$ cat config.mk
export PLATFORM = sky130hd
export DESIGN_NAME = multi_port_ram
export DESIGN_NICKNAME = d
export VERILOG_FILES = /design/src/rtl/multi_port_ram.sv
export SDC_FILE = /design/constraint.sdc
export NUM_CORES = 2
export LEC_CHECK = 0
export BUFFER_PORTS_ARGS = -buffer_cell sky130_fd_sc_hd__buf_2
export CORE_MARGIN = 10
export CORE_UTILIZATION = 25
export DETAILED_ROUTE_END_ITERATION = 8
export GPL_ROUTABILITY_DRIVEN = 0
export HOLD_SLACK_MARGIN = 0.06
export MAX_ROUTING_LAYER = met4
export PLACE_DENSITY = 0.47
export SLEW_MARGIN = 20
export SYNTH_ARGS = -nofsm -noshare
export SYNTH_HDL_FRONTEND = slang
export SYNTH_SLANG_ARGS = --single-unit
$ cat constraint.sdc
create_clock -name clk -period 8.35 [get_ports clk]
set_input_delay 0.835 -clock clk [delete_from_list [all_inputs] [get_ports clk]]
set_output_delay 0.835 -clock clk [all_outputs]
set_load 0.03 [all_outputs]
$ cat src/rtl/multi_port_ram.sv
// multi_port_ram: DEPTH x DATA_W LUT-style RAM with one synchronous write port and N_RD read
// ports (asynchronous or registered write-first), a clear sequencer that writes CLR_VAL to
// every word after reset and on request, out-of-range protection, and a sticky write error.
//
// Ports:
//   clk      sole clock, rising edge
//   rst_n    synchronous active-low reset
//   wr_en    write request
//   wr_addr  write address
//   wr_data  write data
//   clr_req  request a full clear (ignored while a clear is running)
//   rd_addr  packed read addresses, port k at [k*ADDR_W +: ADDR_W]
//   rd_data  packed read data, port k at [k*DATA_W +: DATA_W]
//   wr_ack   combinational, this cycle's write commits at the next edge
//   busy     registered, clear sequencer owns the array
//   wr_err   registered, sticky, a write was rejected; cleared when a clear starts
module multi_port_ram #(
  parameter int unsigned       DATA_W  = 8,
  parameter int unsigned       ADDR_W  = 8,
  parameter int unsigned       DEPTH   = 256,
  parameter int unsigned       N_RD    = 2,
  parameter int unsigned       RD_REG  = 0,
  parameter logic [DATA_W-1:0] CLR_VAL = '0
) (
  input  logic                     clk,
  input  logic                     rst_n,
  input  logic                     wr_en,
  input  logic [ADDR_W-1:0]        wr_addr,
  input  logic [DATA_W-1:0]        wr_data,
  input  logic                     clr_req,
  input  logic [N_RD*ADDR_W-1:0]   rd_addr,
  output logic [N_RD*DATA_W-1:0]   rd_data,
  output logic                     wr_ack,
  output logic                     busy,
  output logic                     wr_err
);

  // One extra bit so DEPTH == 2**ADDR_W is representable in the range compare.
  localparam logic [ADDR_W:0]   DepthExt = (ADDR_W + 1)'(DEPTH);
  localparam logic [ADDR_W-1:0] LastAddr = ADDR_W'(DEPTH - 1);

  typedef enum logic {StClear, StIdle} state_e;

  state_e              state_q;
  logic [ADDR_W-1:0]   clr_cnt_q;
  logic                busy_q;
  logic                wr_err_q;
  logic [DATA_W-1:0]   mem [DEPTH];
  logic                wr_in_range;

  assign wr_in_range = {1'b0, wr_addr} < DepthExt;
  assign wr_ack      = wr_en & ~busy_q & wr_in_range;
  assign busy        = busy_q;
  assign wr_err      = wr_err_q;

  // Clear sequencer and error flag.
  always_ff @(posedge clk) begin
    if (!rst_n) begin
      state_q   <= StClear;
      clr_cnt_q <= '0;
      busy_q    <= 1'b1;
      wr_err_q  <= 1'b0;
    end else begin
      unique case (state_q)
        StClear: begin
          // Any write during a clear is rejected; clr_req is ignored here.
          if (wr_en) wr_err_q <= 1'b1;
          if (clr_cnt_q == LastAddr) begin
            state_q   <= StIdle;
            busy_q    <= 1'b0;
            clr_cnt_q <= '0;
          end else begin
            clr_cnt_q <= clr_cnt_q + ADDR_W'(1);
          end
        end
        StIdle: begin
          if (clr_req) begin
            state_q   <= StClear;
            clr_cnt_q <= '0;
            busy_q    <= 1'b1;
            wr_err_q  <= 1'b0;
          end else if (wr_en && !wr_ack) begin
            wr_err_q <= 1'b1;
          end
        end
        default: begin
          state_q   <= StClear;
          clr_cnt_q <= '0;
          busy_q    <= 1'b1;
        end
      endcase
    end
  end

  // Storage has no reset; the reset edge itself commits nothing.
  always_ff @(posedge clk) begin
    if (rst_n) begin
      if (state_q == StClear) begin
        mem[clr_cnt_q] <= CLR_VAL;
      end else if (wr_ack) begin
        mem[wr_addr] <= wr_data;
      end
    end
  end

  for (genvar k = 0; k < N_RD; k++) begin : g_rd
    logic [ADDR_W-1:0] addr;
    logic [DATA_W-1:0] raw;

    assign addr = rd_addr[k*ADDR_W +: ADDR_W];

    always_comb begin
      raw = CLR_VAL;
      if (!busy_q && ({1'b0, addr} < DepthExt)) raw = mem[addr];
    end

    if (RD_REG != 0) begin : g_reg
      logic [DATA_W-1:0] rd_q;
      always_ff @(posedge clk) begin
        if (!rst_n) begin
          rd_q <= CLR_VAL;
        end else if (wr_ack && (wr_addr == addr)) begin
          rd_q <= wr_data;  // write-first bypass
        end else begin
          rd_q <= raw;
        end
      end
      assign rd_data[k*DATA_W +: DATA_W] = rd_q;
    end else begin : g_async
      assign rd_data[k*DATA_W +: DATA_W] = raw;
    end
  end

endmodule

# After elaboration in Yosys (flattened, before gate mapping)
# Memory sizes are Yosys's and may differ from the RTL's.
# Index checks and enable logic that the tools add are counted.
# word_totals
register_bits,11
mem_bits_rw,2048
in_bits,36
out_inout_bits,19
elab_cells,44
memories,1
# op_classes
add_sub_neg,1
eq_ne,5
n_mux,25
bitwise_logic,3
n_reduce_logical,5
# memory_table
name,words,width,read_ports,rd_ports_with_merged_regs,write_ports,line,rtl
mem,256,8,2,0,1,48,logic [DATA_W-1:0] mem [DEPTH];
# ops
op,n
2-to-1 mux 8 bit,6
case mux 8 bit (2 select lines),1
2-to-1 mux 1 bit,15
adder 8 x 1 -> 8 bit (second input constant),1
equality test 8 bit (second input constant),1
OR reduction 8 bit,1
inequality test 2 bit (second input constant),3
case mux 1 bit (2 select lines),3
AND reduction 2 bit,2
inequality test 3 x 2 -> 1 bit (second input constant),1
NOT 1 bit,2
AND 1 bit,1
logical AND 1 bit,1
zero test 1 bit,1

# Logic depth before layout (Yosys ltp)
# depth
word_depth,8
depth_mapped,13
depth_no_buf,8

# Least setup slack after synthesis
# OpenSTA, ideal clock, no wires.
# synth_path
path_kind,input -> register
startpoint,in wr_en
endpoint,mem mem[0][0] (data pin)
setup_time_ps,869
arrival_time_ps,4763
required_time_ps,7481
setup_slack_ps,2717
path_stages,4
n_path_buf,1
cell_sequence,nand2b_1 > nor2_1 > clkbuf_1 > and2_1
# synth_via
elab_chain_cells,7
# synth_rtl
item,line,rtl
"start, declared",27,"input logic wr_en,"
AND 1 bit,52,assign wr_ack = wr_en & ~busy_q & wr_in_range;
2-to-1 mux 1 bit,100,end else if (wr_ack) begin
2-to-1 mux 1 bit,98,if (state_q == StClear) begin
2-to-1 mux 1 bit,97,if (rst_n) begin
2-to-1 mux 1 bit (not written as such),101,mem[wr_addr] <= wr_data;
OR reduction 8 bit (no line),n/a,
2-to-1 mux 8 bit (no line),n/a,
"end, declared",48,
# Every way passes these cells.

# Worst setup path after layout
# layout_path
startpoint,in rd_addr[9]
endpoint,out rd_data[11]
# layout_via
elab_chain_cells,2
# layout_rtl
item,line,rtl
"start, declared",31,"input logic [N_RD*ADDR_W-1:0] rd_addr,"
memory read (256 x 8 bit),n/a,
2-to-1 mux 8 bit,114,"if (!busy_q && ({1'b0, addr} < DepthExt)) raw = mem[addr];"
"end, declared",32,"output logic [N_RD*DATA_W-1:0] rd_data,"
# Every way passes these cells.

==> flow_results.org <==
** Yosys
- Counting flops with a built-in enable in the synthesized netlist gives slightly above 2k.
- Synthesized area :: around 0.098 sq mm
- During synthesis, Yosys emitted a total of 0 warnings.
- Counting every net in the synthesized netlist gives 5419.
- Of all flip-flops after synthesis, the portion carrying an async set or reset was 0.
- Synthesis produced 5382 cells.
- Proportion of synthesized chip area in sequential cells :: 0.630
- The average instance in the mapped netlist occupies 18.2 sq um.
- Dominant register cell in the synthesized netlist :: sky130_fd_sc_hd__edfxtp_1
- Synthesis inferred 2059 register bits.
- The number of different library cells used by synthesis comes to 86.

** Clock network
- In this run, post-CTS repair resized a total of 0 instances.
- Hold repair after CTS inserted 0 buffers.
- Counting every sink on the clock net gives a little over 2k.
- Clock-pin slew reported for the worst setup and hold paths after clock tree synthesis :: 0.06 ns
- Buffers added to address setup during post-CTS repair amount to 0.
- TritonCTS built the clock tree.
- TritonCTS created ~230 clock buffers.
- The longest clock path from root to sink contains 4 buffers.
- Insertion delay to the later sink of the worst-skew pair :: 0.91 ns
- The H-tree was split into 4 levels.
- Clock tree synthesis selected as its root buffer the cell sky130_fd_sc_hd__clkbuf_16.

** STA
- Top achievable clock speed :: about 0.15 GHz
- The count of endpoints failing hold in the final timing report is 0.
- Max_slew headroom :: 0.169
- Total negative setup slack :: 0 ns
- The max-slew violation total from the final report was 0.
- Setup violations remaining at the end of the flow were counted as 0.
- Setup repair after global routing missed its margin :: false
- Clock period minus worst slack :: 6.58 ns
- Final clock skew :: roughly 0.049 ns
- For the pin with the worst max-slew slack, the measured transition is 1.22 ns.
- Of the available clock period, the critical path in the final layout requires 0.789.

** Final layout
- Commonest cells after routing, fill and taps aside :: sky130_fd_sc_hd__edfxtp_1, sky130_fd_sc_hd__mux4_2, sky130_fd_sc_hd__mux2i_1
- Fillcell total :: around 39k
- Most common cell after layout, fill and taps aside :: sky130_fd_sc_hd__edfxtp_1
- Final core utilization :: 0.286
- In the final layout, the multi-input gates occupy between 0.03 and 0.04 sq mm.
- Share of post-route cells with drive strength above 1 :: 0.273
- Relative to the synthesized area, the layout overhead comes to 13.9%.
- The sequential cells in the finished layout cover a total of 0.0617 sq mm.
- In the final design database the tool counted 5505 nets.

** Worst setup path
- Critical path, cell by cell :: buf_8, buf_4, buf_4, mux4_2, o31ai_1, a311oi_1, o21ai_0, o31ai_1, buf_2
- The critical path is of the primary input to primary output type.
- The worst setup path is launched from a primary input.
- Data arrives at the worst endpoint at 5.75 ns.
- STA classifies the critical path endpoint as a primary output.
- Together, buffers and inverters on the worst path number 4.
- In this run the worst path has a maximum fanout of 56.
- Data required, critical path :: 7.52 ns
- Among cell families on the critical path, the largest total delay comes from buffers and inverters.
- The slowest stage of the critical path belongs to the cell sky130_fd_sc_hd__buf_4.
- Critical Path Max Stage Delay :: 0.84 ns

** Drt
- Antenna violation net count after detailed routing :: 0
- After detailed routing, the number of remaining DRC violations is 0.
- The pre-antenna-repair detailed-routing pass consisted of 6 iterations.
- Summed over all layers, the routed wires come to 379000 um.
- Vias :: 59.4k
- Average routed wire per standard cell :: about 35 um
- In the routed layout, each cell is associated on average with a via count of ~5.5.
- First DRT Iteration DRCs :: 7743

** Die
- Area of the die :: 0.417 sq mm
- Core area :: between 0.3 and 0.4 sq mm
- For this configuration, the core starts out at a cell density of 0.251.
- Overall die width :: between 600 and 700 um
- Top-Level Pins :: 55
- The initialized floorplan defines approximately 230 standard-cell rows.
- From bottom edge to top edge, the die measures ~650 um.

** Run
- Max-cap violation count :: 0

** Placement
- After legalization and detailed placement, the total HPWL measured between 200000 and 250000 um.
- Buffers placed on the I/O ports in this run total 54.

** Status
- The run finished with clean final reports.

** GRT
- The first global-routing pass estimated 516000 um of wire.
- Via count of the first global-routing pass :: 59.0k
- The initial antenna violation count was 31.
- Sum of overflow across all layers after global routing :: 0
- Maximum number of pins on one net before global-route repair :: between 200 and 250
- In the global route stage, overall resource usage came out at 0.180.

** Power and ir drop
- Leak :: 31.3 nW
- The worst-case IR drop observed on VDD is 0.000166 V.
- In this run the power density over the cells is 202 mW/mm^2.

** Min path
- Class of the tightest hold or removal check :: primary input to flip-flop
## worst paths after layout
check	startpoint	to	slack [ns]	cells after the start
min reg2reg	wr_err	wr_err	0.54	2
min	rst_n	busy	0.22	2
max	rd_addr[9]	rd_data[11]	1.77	9
max reg2reg	busy	mem[56][1]	2.85	6
## through the flow
step,hold slack (ns),instances,worst slack (ns),power [mW],area [sq um]
finish,0.223,10857,1.77,22.6,112000
global route,0.209,10848,1.96,23.1,112000
CTS,0.158,10838,2.06,22.7,111000
floorplan,0.510,5382,2.72,12.3,98000
detailed placement,0.530,10427,2.07,12.8,104000
global placement,0.513,10425,1.64,12.8,104000
## routing by layer
layer,GRT usage,vias to the layer above,part of all wire
li1,-,23190,-
met1,0.238,32312,0.41
met2,0.277,3190,0.46
met3,0.0297,682,0.081
met4,0.0758,0,0.051
met5,-,-,0
## cell usage after synthesis (16+ instances only)
cell                        number  area [sq um]
sky130_fd_sc_hd__nor2b_1        17           106
sky130_fd_sc_hd__mux2i_1       487          4870
sky130_fd_sc_hd__buf_2          87           435
sky130_fd_sc_hd__clkbuf_1      174           653
sky130_fd_sc_hd__a211oi_1       20           150
sky130_fd_sc_hd__a21oi_1       121           606
sky130_fd_sc_hd__nor3_1         41           205
sky130_fd_sc_hd__a22oi_1        29           218
sky130_fd_sc_hd__nand3b_1       19           143
sky130_fd_sc_hd__o22ai_1       122           763
sky130_fd_sc_hd__nand2b_1       16           100
sky130_fd_sc_hd__buf_1          35           131
sky130_fd_sc_hd__o31ai_1        23           173
sky130_fd_sc_hd__nand3_1        56           280
sky130_fd_sc_hd__nand4_1        16           100
sky130_fd_sc_hd__mux4_1         19           499
sky130_fd_sc_hd__buf_12         16           320
sky130_fd_sc_hd__nand2_1       152           571
sky130_fd_sc_hd__and2_1         32           200
sky130_fd_sc_hd__buf_4          38           285
sky130_fd_sc_hd__o21ai_0        86           430
sky130_fd_sc_hd__mux2_2         17           191
sky130_fd_sc_hd__edfxtp_1     2048         61500
sky130_fd_sc_hd__mux4_2        850         19100
sky130_fd_sc_hd__buf_6          71           800
sky130_fd_sc_hd__a2111oi_0      21           184
sky130_fd_sc_hd__nor2_1        374          1400
sky130_fd_sc_hd__o221ai_1      188          1650
## cells by family (layout without fill, tap and decap cells)
| kind of cell | after synthesis | after routing | synth area share |
|---|---|---|---|
| DFF | 2059 | 2059 | 0.630 |
| buffers and inverters | 442 | 704 | 0.0291 |
| AOI/OAI and AO/OA | 725 | 725 | 0.0527 |
| and+or+nand+nor | 778 | 778 | 0.0357 |
| other | 0 | 16 | 0 |
| xor gates and xnor gates | 3 | 3 | 0.000268 |
| adders and majority gates | 1 | 1 | 0.000128 |
| muxes | 1374 | 1374 | 0.252 |
## state kept, by name, indices dropped and copies added, names as in the netlist
register / count
state_q: 1
mem: 2048
clr_cnt_q: 8
wr_err: 1
busy: 1
## layout make-up
cell class | count | area share
well taps | 5197 | 0.0583
inverters | 7 | 0.000370
flip-flops and latches | 2059 | 0.553
multi-input cells | 2881 | 0.302
diodes | 16 | 0.000359
clock inverters | 127 | 0.00952
repair buffers | 286 | 0.0227
clock buffers | 284 | 0.0541
## where the power goes
group | internal, mW | total [mW] | leakage (nW) | switching (mW)
combinational | 0.474 | 1.43 | 11.4 | 0.953
sequential | 11.2 | 11.2 | 16.5 | 0.00633
clock | 5.62 | 9.92 | 3.49 | 4.30
total | 17.3 | 22.6 | 31.3 | 5.26
Power figures use the tool's default switching activity.
